$ cat src/rtl/div_ctrl_pkg.sv
// Shared definitions for the iterative divider: state encodings, iteration count,
// divide-by-zero quotient and the operand-magnitude helper.
package div_ctrl_pkg;

  localparam int DIV_WIDTH    = 32;
  localparam int DIV_ITER_NUM = 32;

  localparam logic [DIV_WIDTH-1:0] DIV_ZERO_QUOT = 32'hFFFF_FFFF;
  localparam logic [4:0]           DIV_LAST_ITER = 5'(DIV_ITER_NUM - 1);

  typedef enum logic [1:0] {
    DIV_STATE_IDLE = 2'd0,
    DIV_STATE_CALC = 2'd1,
    DIV_STATE_SIGN = 2'd2,
    DIV_STATE_DONE = 2'd3
  } div_state_e;

  // Two's-complement magnitude; 0x80000000 maps onto itself, which the
  // unsigned datapath then treats as 2^31.
  function automatic logic [DIV_WIDTH-1:0] div_mag(input logic [DIV_WIDTH-1:0] v,
                                                   input logic               is_signed);
    return (is_signed && v[DIV_WIDTH-1]) ? (~v + 32'd1) : v;
  endfunction

endpackage

$ cat src/rtl/div_ctrl_if.sv
// Request/result bundle between the EX stage (master) and the divider (slave).
// Handshake: a request is taken when start is high while the divider is idle and
// annul is low; stall_req holds the pipeline until done pulses for one cycle with
// result_hi/result_lo valid. annul aborts at any time and no done follows.
interface div_ctrl_if;
  import div_ctrl_pkg::*;

  logic                 start;
  logic                 signed_op;
  logic [DIV_WIDTH-1:0] operand_1;
  logic [DIV_WIDTH-1:0] operand_2;
  logic                 annul;
  logic                 stall_req;
  logic                 done;
  logic [DIV_WIDTH-1:0] result_hi;
  logic [DIV_WIDTH-1:0] result_lo;
  div_state_e           dbg_state;

  modport master (
    output start, signed_op, operand_1, operand_2, annul,
    input  stall_req, done, result_hi, result_lo, dbg_state
  );

  modport slave (
    input  start, signed_op, operand_1, operand_2, annul,
    output stall_req, done, result_hi, result_lo, dbg_state
  );

endinterface

$ cat src/rtl/div_ctrl_step.sv
// One combinational restoring-division iteration: shift {remainder, dividend}
// left by one, trial-subtract the divisor, and shift in the quotient bit.
module div_step
  import div_ctrl_pkg::*;
(
  input  logic [DIV_WIDTH:0]   i_rem,
  input  logic [DIV_WIDTH-1:0] i_shift,
  input  logic [DIV_WIDTH-1:0] i_divisor,
  output logic [DIV_WIDTH:0]   o_rem,
  output logic [DIV_WIDTH-1:0] o_shift
);

  logic [DIV_WIDTH+1:0] w_diff;
  logic [DIV_WIDTH:0]   w_shifted_rem;
  logic                 w_fits;

  // The remainder is always below the divisor, so the shifted value fits in
  // 33 bits; the extra top bit of w_diff is the borrow.
  assign w_shifted_rem = {i_rem[DIV_WIDTH-1:0], i_shift[DIV_WIDTH-1]};
  assign w_diff        = {i_rem, i_shift[DIV_WIDTH-1]} - {2'b00, i_divisor};
  assign w_fits        = ~w_diff[DIV_WIDTH+1];

  assign o_rem   = w_fits ? w_diff[DIV_WIDTH:0] : w_shifted_rem;
  assign o_shift = {i_shift[DIV_WIDTH-2:0], w_fits};

endmodule

$ cat src/rtl/div_ctrl.sv
// DIV/DIVU sequencer: IDLE -> CALC (32 restoring steps) -> SIGN -> DONE.
// Build option: define DIV_EARLY_FINISH_EN to skip CALC when |divisor| > |dividend|.
module div_ctrl
  import div_ctrl_pkg::*;
(
  input  logic       clk,
  input  logic       rst_n,
  div_ctrl_if.slave  io_div
);

  div_state_e           r_state;
  logic [4:0]           r_cnt;
  logic                 r_signed;
  logic                 r_op1_sign;
  logic                 r_op2_sign;
  logic                 r_div_zero;
  logic [DIV_WIDTH-1:0] r_raw_op1;
  logic [DIV_WIDTH-1:0] r_divisor;
  logic [DIV_WIDTH:0]   r_rem;
  logic [DIV_WIDTH-1:0] r_shift;
  logic [DIV_WIDTH-1:0] r_result_hi;
  logic [DIV_WIDTH-1:0] r_result_lo;
  logic                 r_done;

  logic [DIV_WIDTH-1:0] w_op1_mag;
  logic [DIV_WIDTH-1:0] w_op2_mag;
  logic                 w_early;
  logic                 w_accept;
  logic [DIV_WIDTH:0]   w_next_rem;
  logic [DIV_WIDTH-1:0] w_next_shift;
  logic [DIV_WIDTH-1:0] w_rem_lo;

  assign w_op1_mag = div_mag(io_div.operand_1, io_div.signed_op);
  assign w_op2_mag = div_mag(io_div.operand_2, io_div.signed_op);
  assign w_accept  = (r_state == DIV_STATE_IDLE) & io_div.start & ~io_div.annul;
  assign w_rem_lo  = r_rem[DIV_WIDTH-1:0];

`ifdef DIV_EARLY_FINISH_EN
  // Quotient is zero and the remainder is the dividend itself: no steps needed.
  assign w_early = (w_op2_mag != '0) && (w_op2_mag > w_op1_mag);
`else
  assign w_early = 1'b0;
`endif

  div_step u_step (
    .i_rem     (r_rem),
    .i_shift   (r_shift),
    .i_divisor (r_divisor),
    .o_rem     (w_next_rem),
    .o_shift   (w_next_shift)
  );

  always_ff @(posedge clk or negedge rst_n) begin
    if (!rst_n) begin
      r_state     <= DIV_STATE_IDLE;
      r_cnt       <= '0;
      r_signed    <= 1'b0;
      r_op1_sign  <= 1'b0;
      r_op2_sign  <= 1'b0;
      r_div_zero  <= 1'b0;
      r_raw_op1   <= '0;
      r_divisor   <= '0;
      r_rem       <= '0;
      r_shift     <= '0;
      r_result_hi <= '0;
      r_result_lo <= '0;
      r_done      <= 1'b0;
    end else begin
      r_done <= 1'b0;
      if (io_div.annul) begin
        r_state <= DIV_STATE_IDLE;
      end else begin
        unique case (r_state)
          DIV_STATE_IDLE: begin
            if (w_accept) begin
              r_signed   <= io_div.signed_op;
              r_op1_sign <= io_div.operand_1[DIV_WIDTH-1];
              r_op2_sign <= io_div.operand_2[DIV_WIDTH-1];
              r_div_zero <= (io_div.operand_2 == '0);
              r_raw_op1  <= io_div.operand_1;
              r_divisor  <= w_op2_mag;
              r_cnt      <= '0;
              if (w_early) begin
                r_rem   <= {1'b0, w_op1_mag};
                r_shift <= '0;
                r_state <= DIV_STATE_SIGN;
              end else begin
                r_rem   <= '0;
                r_shift <= w_op1_mag;
                r_state <= DIV_STATE_CALC;
              end
            end
          end
          DIV_STATE_CALC: begin
            r_rem   <= w_next_rem;
            r_shift <= w_next_shift;
            r_cnt   <= r_cnt + 5'd1;
            if (r_cnt == DIV_LAST_ITER) begin
              r_state <= DIV_STATE_SIGN;
            end
          end
          DIV_STATE_SIGN: begin
            if (r_div_zero) begin
              r_result_lo <= DIV_ZERO_QUOT;
              r_result_hi <= r_raw_op1;
            end else begin
              // Quotient sign follows the operand signs; remainder follows the dividend.
              r_result_lo <= (r_signed && (r_op1_sign ^ r_op2_sign)) ? (~r_shift + 32'd1) : r_shift;
              r_result_hi <= (r_signed && r_op1_sign) ? (~w_rem_lo + 32'd1) : w_rem_lo;
            end
            r_done  <= 1'b1;
            r_state <= DIV_STATE_DONE;
          end
          DIV_STATE_DONE: begin
            r_state <= DIV_STATE_IDLE;
          end
          default: begin
            r_state <= DIV_STATE_IDLE;
          end
        endcase
      end
    end
  end

  // Low in DONE so the pipeline advances in the cycle that consumes the results.
  assign io_div.stall_req = w_accept
                          | (r_state == DIV_STATE_CALC)
                          | (r_state == DIV_STATE_SIGN);
  assign io_div.done      = r_done;
  assign io_div.result_hi = r_result_hi;
  assign io_div.result_lo = r_result_lo;
  assign io_div.dbg_state = r_state;

endmodule

$ cat src/flat_wrapper.sv
// flat-port wrapper written by rule: the top's interface ports become plain ports
module div_ctrl_flat import div_ctrl_pkg::*;
  (clk, rst_n, io_div_start, io_div_signed_op, io_div_operand_1, io_div_operand_2, io_div_annul, io_div_stall_req, io_div_done, io_div_result_hi, io_div_result_lo, io_div_dbg_state);
  div_ctrl_if io_div_i ();
  input  logic clk;
  input  logic rst_n;
  input wire logic [$bits(io_div_i.start)-1:0] io_div_start;
  input wire logic [$bits(io_div_i.signed_op)-1:0] io_div_signed_op;
  input wire logic [$bits(io_div_i.operand_1)-1:0] io_div_operand_1;
  input wire logic [$bits(io_div_i.operand_2)-1:0] io_div_operand_2;
  input wire logic [$bits(io_div_i.annul)-1:0] io_div_annul;
  output wire logic [$bits(io_div_i.stall_req)-1:0] io_div_stall_req;
  output wire logic [$bits(io_div_i.done)-1:0] io_div_done;
  output wire logic [$bits(io_div_i.result_hi)-1:0] io_div_result_hi;
  output wire logic [$bits(io_div_i.result_lo)-1:0] io_div_result_lo;
  output wire logic [$bits(io_div_i.dbg_state)-1:0] io_div_dbg_state;
  assign io_div_i.start = io_div_start;
  assign io_div_i.signed_op = io_div_signed_op;
  assign io_div_i.operand_1 = io_div_operand_1;
  assign io_div_i.operand_2 = io_div_operand_2;
  assign io_div_i.annul = io_div_annul;
  assign io_div_stall_req = io_div_i.stall_req;
  assign io_div_done = io_div_i.done;
  assign io_div_result_hi = io_div_i.result_hi;
  assign io_div_result_lo = io_div_i.result_lo;
  assign io_div_dbg_state = io_div_i.dbg_state;
  div_ctrl u_core (.clk(clk), .rst_n(rst_n), .io_div(io_div_i));
endmodule
$ cat config.mk
export PLATFORM = sky130hd
export DESIGN_NAME = div_ctrl_flat
export DESIGN_NICKNAME = d
export VERILOG_FILES = /design/src/rtl/div_ctrl_pkg.sv /design/src/rtl/div_ctrl_if.sv /design/src/rtl/div_ctrl_step.sv /design/src/rtl/div_ctrl.sv /design/src/flat_wrapper.sv
export SDC_FILE = /design/constraint.sdc
export NUM_CORES = 1
export LEC_CHECK = 0
export CORE_UTILIZATION = 43
export DETAILED_ROUTE_END_ITERATION = 10
export PLACE_DENSITY_LB_ADDON = 0.12
export SLEW_MARGIN = 5
export SYNTH_ARGS = -nofsm -noshare
export SYNTH_HDL_FRONTEND = slang
export SYNTH_SLANG_ARGS = --single-unit
$ cat constraint.sdc
create_clock -name clk -period 7.4 [get_ports clk]
set_input_delay 1.48 -clock clk [delete_from_list [all_inputs] [get_ports clk]]
set_output_delay 1.48 -clock clk [all_outputs]
set_load 0.01 [all_outputs]
======== Yosys cells after proc, flatten, opt, wreduce, memory -nomap -nowiden ========
Index checks and enable logic that the tools add are counted.
W data, S select, Z words.
storage, ports and cells
  word-level logic and storage cells ...... 67
  input port bits ......................... 69
  bits in registers ....................... 205
  output and inout port bits .............. 68
cells by class
  $add $sub $neg .......................... 6
  bitwise gates (word level) .............. 11
  reduce and logical (&&, ||, !) cells .... 11
  mux-type cells .......................... 19
  equality and inequality tests ........... 7
operators by type and width
  cell                     number
  $mux W32                 7
  $add A32 B1 Y32 const B  4
  $not A32 Y32             4
  $mux W33                 2
  $pmux W33 S2             1
  $pmux W32 S2             1
  $sub A34 B32 Y34         1
  $logic_not A32 Y1        1
  $pmux W5 S2              1
  $pmux W2 S4              1
  $mux W2                  3
  $ne A3 B2 Y1 const B     2
  $reduce_and A3 Y1        2
  $add A5 B1 Y5 const B    1
  $eq A5 B5 Y1 const B     1
  $mux W5                  1
  $eq A2 B2 Y1 const B     2
  $logic_and A1 B1 Y1      4
  $reduce_and A2 Y1        2
  $and A1 B1 Y1            2
  $eq A2 B1 Y1 const B     1
  $logic_not A2 Y1         1
  $mux W1                  2
  $ne A2 B1 Y1 const B     1
  other kinds (4)          6

======== Depth between registers and ports, before layout ========
Gate-level depths: netlist of the first run.
  depth in word-level cells ............... 6
  depth in mapped cells ................... 13
  depth with buffers taken out ............ 13

======== Hierarchy ========
A second synthesis of the first run with hierarchy kept.
second synthesis, totals
  cells, all modules ...................... 1507
  area total of the unflattened synthesis .. 13081.3 um2
modules (own cells, without submodules)
  module    cells each  times used  area an instance (um2)  sequential area each (um2)
  div_ctrl  1169        1           10627.7                 5104.9
  div_step  338         1           2453.6                  0.0

======== Least setup slack after synthesis of the first run ========
Ideal clock, no wire load.
  path kind ............................... input to output
  start point ............................. input io_div_annul
  end point ............................... output io_div_stall_req
  data arrival time ....................... 2344 ps
  required time ........................... 5920 ps
  buffers on the path ..................... 2
  path slack .............................. 3576 ps
  stages on the path ...................... 4
  path through ............................ nand3b_1 -> clkbuf_1 -> clkbuf_1 -> nand2_1
on the way
  longest elaborated chain between the ends .. 4
ends and longest elaborated chain
  item                         line                RTL
  start: declaration           flat_wrapper.sv:11  input wire logic [$bits(io_div_i.annul)-1:0] io_div_annul;
  $not A1 Y1 (no source line)  --
  $and A1 B1 Y1                div_ctrl.sv:35      assign w_accept = (r_state == DIV_STATE_IDLE) & io_div.start & ~io_div.annul;
  $or A1 B1 Y1                 div_ctrl.sv:127     | (r_state == DIV_STATE_CALC)
  $or A1 B1 Y1                 div_ctrl.sv:128     | (r_state == DIV_STATE_SIGN);
  end: declaration             flat_wrapper.sv:12  output wire logic [$bits(io_div_i.stall_req)-1:0] io_div_stall_req;
Every way passes these cells.

======== Worst setup path after layout of the first run ========
Same ends and word-level chain as after synthesis.

==> out/qor.csv, run 1 <==
stage,metric,value,unit
outcome,outcome,finished clean,
finish,drive_gt1_share,7.16,%
global_routing,antenna_found_initial,0,
die,die_area,30500,um^2
die,fp.dieH,175,um
critical_path,worstSetupPathType,primary input to output port,
sta,report.final.slew_viol_count,0,
die,placementRows,62,
sta,finalSetupViolations,0,
pwr,power,5.67,mW
global_routing,first_global_vias,10100,
sta,fin_skew,18.6,ps
sta,tightest_slew,1220,ps
clocking,cts_sinks,204,
clocking,ctsResizeCount,0,
placed_design,dp_hpwl,23.6,mm
sta,finalHoldViolations,0,
critical_path,cp_slowest_cell,clkdlybuf4s50_1,
job,maxCapViolCount,0,
sta,slew_headroom,18.5,%
critical_path,crit_arrival,3030,ps
route,drc,0,
clocking,cts_buffer_depth,3,
clocking,clk_latency,520,ps
die,io_pins,137,
global_routing,grt_max_degree,100,
route,firstDrtPassIters,6,
critical_path,path_cells,clkdlybuf4s50_1 -> nand3b_1 -> nand2_1 -> clkdlybuf4s50_1,
logic_synthesis,netlist_area,12800,um^2
logic_synthesis,synth_edf_count,0,
logic_synthesis,yosys_warnings,0,
finish,syn_to_final_growth,19.1,%
die,core,29000,um^2
finish,num-fill-cells,2738,
clocking,cts.hold.buffers_added,0,
finish,num_antenna_cells,0,
hold_path,hold_class,register to register,
pwr,ir_worst_vdd,143,uV
finish,nNetsFinal,1686,
critical_path,crit_required,5920,ps
logic_synthesis,yosysTopAreaCell,dfrtp_1,
logic_synthesis,yosys-top-cells-area,"dfrtp_1 40%, nand2_1 5.7%, o21ai_0 5.5%",
logic_synthesis,syn_inst,1481,
finish,multiInputGateArea,7180,um^2
route,num_vias,10500,
global_routing,track_usage,21.1,%
logic_synthesis,synth_area_per_cell,8.65,um^2
global_routing,overflow,0,
clocking,cts_tree,built,
die,start_util,44.2,%
sta,rsz0062_at_grt,false,
logic_synthesis,synth_seq_cells,204,
critical_path,crit_path_max_incr_delay,550,ps
route,vias_per_cell,5.34,
sta,hold-worst-slack,472,ps
critical_path,crit_top_cell,clkdlybuf4s50_1,
clocking,postCtsSetupBuffers,0,
route,wl,32.0,mm
route,ant_nets,0,
pwr,powerDensity,371,nW/um^2
global_routing,grt_pass1_wl,52.6,mm
logic_synthesis,yosys.cell_types.count,74,
critical_path,cp-start-kind,primary input,
placed_design,place.gp.congestion,0.836,
critical_path,cp-end-kind,output port,
logic_synthesis,syn_nets,1592,
sta,fmax,222,MHz
route,wl_per_cell,16.2,um
logic_synthesis,synth_top_area_share,39.9,%
logic_synthesis,synth_common_cells,"204 x dfrtp_1, 193 x nand2_1, 142 x o21ai_0",
clocking,cts-root-buf,clkbuf_16,
sta,finalCritPeriodShare,60.9,%
sta,period_needed,4510,ps
sta,fin_setup_tns,0,ps
critical_path,cp_max_fo,7,
die,die_w,175,um
route,drtIter0Drc,683,
logic_synthesis,synth_seq_area_share,39.9,%
logic_synthesis,yosysMostFrequentCell,dfrtp_1,
logic_synthesis,ys.flop_type,dfrtp_1,
pwr,leakagePower,6.49,nW
clocking,cts_htree_levels,1,
clocking,cts.clk_slew.worst_paths,50,ps
placed_design,numPortBuffers,136,
logic_synthesis,async_reset_ff_share,100,%
clocking,numCtsBuffers,24,
finish,register_area,5110,um^2
cell type report:
class	count	share of cell area, %
inverter	59	1.45
tap	384	3.15
multi-input combinational	1139	47.0
timing repair buffer	147	9.49
clock buffer	37	4.85
clock inverter	6	0.598
sequential	204	33.5
layout by cell type, fill, tap and decap left out, drive strengths merged, types with 4 or more instances in the layout:
cell type	netlist	layout
dfrtp	204	204
nand2	193	193
o21ai	149	149
clkdlybuf4s50	0	135
a21oi	134	134
nor2	131	131
xnor2	82	82
xor2	61	61
inv	59	59
ha	41	41
clkbuf	64	38
mux2i	35	35
nand3	35	35
mux2	31	31
nor3	30	30
o211ai	22	22
o31ai	20	20
a21o	16	16
nor4	14	14
and3	12	12
a31oi	11	11
buf	15	11
or3	10	10
nand2b	10	10
and2	9	9
or2	8	8
o41ai	8	8
o221ai	7	7
nor2b	6	6
a211oi	6	6
or4	6	6
a22o	5	5
o21a	5	5
nand4	4	4
o21bai	4	4
o22ai	4	4
a21boi	4	4
clkinv	0	4
power breakdown:
group,switching [mW],leakage [nW],internal [mW]
combinational,1.38,3.48,1.16
clock,0.462,0.412,0.754
sequential,0.362,2.60,1.56
kinds of logic (layout without fill, tap and decap cells):
kind of cell	after synthesis	count (layout)	synth area share, %
fa+ha+maj	42	42	4.16
simple gates	472	472	17.0
buf+inv	138	249	4.19
flops	204	204	39.9
mux	66	66	5.46
xor+xnor	143	143	9.92
compound gates	416	416	19.4
layer usage:
layer | part of all wire (%) | GRT usage, %
met4 | 2.2 | 4.93
met1 | 49 | 29.7
met2 | 46 | 34.8
met5 | 0 | 0
met3 | 3.5 | 2.26
path summary, 6_finish.rpt:
path                                             startpoint                                      end  slack (ps)  cells past startpoint
min reg2reg                u_core.r_divisor[11]$_DFFE_PN0P_         u_core.r_divisor[11]$_DFFE_PN0P_         470                      2
max in group asynchronous                             rst_n  u_core.io_div.result_hi[23]$_DFFE_PN0P_        5050                      2
max                                            io_div_annul                         io_div_stall_req        2890                      4
min in group asynchronous                             rst_n  u_core.io_div.result_hi[15]$_DFFE_PN0P_         950                      1
min                        u_core.r_divisor[11]$_DFFE_PN0P_         u_core.r_divisor[11]$_DFFE_PN0P_         470                      2
max reg2reg                  u_core.r_shift[31]$_DFFE_PN0P_             u_core.r_rem[30]$_DFFE_PN0P_        3430                     13
through the flow:
step                cell area, um^2  utilization, %  instances  setup WS (ps)
global route                  15300            52.6       1976           2800
global placement              14400            49.7       1933           2930
floorplan                     12800               -       1481           3580
CTS                           15300            52.6       1976           2880
finish                        15300            52.6       1976           2890
detailed placement            14400            49.7       1933           2890
sequential cells by signal, indices dropped and copies added (netlist names), 2 cells and up:
register and flops:
u_core.r_rem 33, u_core.io_div.result_hi 32, u_core.io_div.result_lo 32, u_core.r_divisor 32, u_core.r_raw_op1 32, u_core.r_shift 32
u_core.r_cnt 5, u_core.io_div.dbg_state 2
critical path, delay by kind of cell:
family                 cells  cell delay [ps]
and+or+nand+nor            2              500
buffers and inverters      2             1050
Power figures use the tool's default switching activity.
==> run 2: changes to the inputs <==
==> constraint.sdc (replaced) <==
create_clock -name clk -period 3.7 [get_ports clk]
set_input_delay 0.74 -clock clk [delete_from_list [all_inputs] [get_ports clk]]
set_output_delay 0.74 -clock clk [all_outputs]
set_load 0.01 [all_outputs]
==> run 2 against run 1 <==
Compared with the run above:
- setup slack got worse by 2600 ps
- critical endpoint is now u_core.r_rem[24]$_DFFE_PN0P_
- via count increased by 0.12%
- critical path depth increased by 9
==> out/qor.csv, run 2 (same netlist as run 1, synthesis figures left out) <==
stage,metric,value,unit
critical_path,r2r_setup_slack,280,ps
global_routing,grt_pass1_wl,53.8,mm
placed_design,dp_hpwl,24.4,mm
finish,num-fill-cells,2806,
global_routing,antenna_found_initial,0,
global_routing,track_usage,21.6,%
route,drtIter0Drc,581,
critical_path,critPathBufInv,2,
critical_path,cp_max_fo,4,
sta,period_needed,3420,ps
route,wl,32.4,mm
finish,largest_reg_flops,33,
placed_design,numPortBuffers,136,
sta,fin_skew,11.5,ps
sta,finalHoldViolations,0,
critical_path,crit_arrival,3790,ps
pwr,powerDensity,732,nW/um^2
clocking,cts.hold.buffers_added,0,
sta,report.final.slew_viol_count,0,
critical_path,cp-start-kind,register,
pwr,ir_worst_vdd,351,uV
finish,final_common_cell,dfrtp_1,
sta,finalCritPeriodShare,92.3,%
critical_path,r2r_start,u_core.r_shift[31]$_DFFE_PN0P_,
critical_path,crit_required,4070,ps
sta,finalSetupViolations,0,
finish,mostFrequentLayoutCells,"203 x dfrtp_1, 193 x nand2_1, 142 x o21ai_0",
clocking,cts_sinks,204,
die,die_w,175,um
clocking,cts_tree,built,
critical_path,reg2reg_depth,13,
sta,slew_headroom,21.6,%
global_routing,grt_max_degree,105,
finish,syn_to_final_growth,20.1,%
sta,fin_setup_tns,0,ps
route,num_vias,10600,
route,drc,0,
pwr,power,11.3,mW
critical_path,path_cells,inv_1 -> ha_1 -> inv_1 -> fa_1 -> a211oi_2 -> nor3_1 -> o311ai_2 -> a21oi_1 -> a311o_1 -> a311o_1 -> a21oi_2 -> xor2_1 -> o221ai_1,
global_routing,first_global_vias,10300,
clocking,numCtsBuffers,24,
clocking,clk_latency,510,ps
critical_path,cp_slowest_cell,a311o_1,
clocking,cts.clk_slew.worst_paths,60,ps
pwr,leakagePower,6.56,nW
sta,fmax,293,MHz
clocking,cts_htree_levels,1,
clocking,cts-root-buf,clkbuf_16,
route,wl_per_cell,16.3,um
die,die_area,30500,um^2
critical_path,cp_top_family,compound AO/OA/AOI/OAI gates,
die,placementRows,62,
hold_path,hold_class,primary input to async pin,
die,core,29000,um^2
finish,top_register,u_core.r_rem,
sta,timing.final.ws_setup,284,ps
route,firstDrtPassIters,5,
placed_design,place.gp.congestion,0.862,
global_routing,overflow,0,
critical_path,worstSetupPathType,register to register,
critical_path,cp-end-kind,register,
sta,rsz0062_at_grt,false,
clocking,cts_buffer_depth,3,
die,start_util,44.2,%
clocking,postCtsSetupBuffers,0,
clocking,ctsResizeCount,0,
route,vias_per_cell,5.30,
placed_design,dp_slack,179,ps
finish,num_antenna_cells,0,
critical_path,r2r-end,u_core.r_rem[24]$_DFFE_PN0P_,
route,ant_nets,0,
outcome,outcome,finished clean,
job,maxCapViolCount,0,
die,fp.dieH,175,um
die,io_pins,137,
finish,drive_gt1_share,8.15,%
critical_path,crit_path_max_incr_delay,450,ps
finish,nNetsFinal,1702,
sta,tightest_slew,1170,ps
[run 2: cell count changes in the layout (fill, tap and decap cells not counted), sizes merged]
cell,delta
clkinvlp,+2
inv,+1
bufinv,-2
clkbuf,-1
buf,+16
[run 2: worst max-delay path by stage]
| stage | depth (start not counted) | start | slack [ps] | end |
|---|---|---|---|---|
| 5_1_grt | 13 | u_core.r_shift[31]$_DFFE_PN0P_ | 80 | u_core.r_rem[22]$_DFFE_PN0P_ |
| 6_report | 13 | u_core.r_shift[31]$_DFFE_PN0P_ | 280 | u_core.r_rem[24]$_DFFE_PN0P_ |
| 2_1_floorplan | 13 | u_core.r_shift[31]$_DFFE_PN0P_ | 640 | u_core.r_rem[24]$_DFFE_PN0P_ |
| 3_5_place_dp | 9 | io_div_operand_2[2] | 180 | u_core.r_divisor[29]$_DFFE_PN0P_ |
| 4_1_cts | 13 | u_core.r_shift[31]$_DFFE_PN0P_ | 270 | u_core.r_rem[24]$_DFFE_PN0P_ |
| 3_3_place_gp | 9 | io_div_operand_1[4] | 190 | u_core.r_shift[31]$_DFFE_PN0P_ |
[run 2: stage by stage]
stage          std cells  utilization [%]  hold WS [ps]  cell area, um^2
2_1_floorplan       1481                -           442            12800
3_3_place_gp        1949             50.3           458            14600
5_1_grt             1992             53.0           278            15400
6_report            1992             53.0           237            15400
3_5_place_dp        1949             50.3           467            14600
4_1_cts             1992             53.0           256            15400
[run 2: area by class of cell]
cell class / instances / area (um^2) / area share, %
Multi-Input combinational cell: 1139 / 7180 / 46.7
Sequential cell: 204 / 5110 / 33.2
Timing Repair Buffer: 163 / 1610 / 10.4
Clock buffer: 36 / 747 / 4.86
Tap cell: 384 / 480 / 3.12
Inverter: 59 / 221 / 1.44
Clock inverter: 7 / 43.8 / 0.285
[run 2: power by group]
part / total, mW / switching, mW / internal (mW)
clock: 2.32 / 0.933 / 1.39
sequential: 3.83 / 0.715 / 3.11
combinational: 5.11 / 2.76 / 2.35
[run 2: routing by layer]
layer / GRT usage, % / vias up / wire length (um) / share of wire [%]
met3: 2.05 / 36 / 1160 / 3.6
met2: 36.2 / 195 / 15200 / 47
met4: 4.96 / 0 / 572 / 1.8
li1: - / 5409 / - / -
met1: 30.1 / 4920 / 15500 / 48
met5: 0 / - / 0 / 0
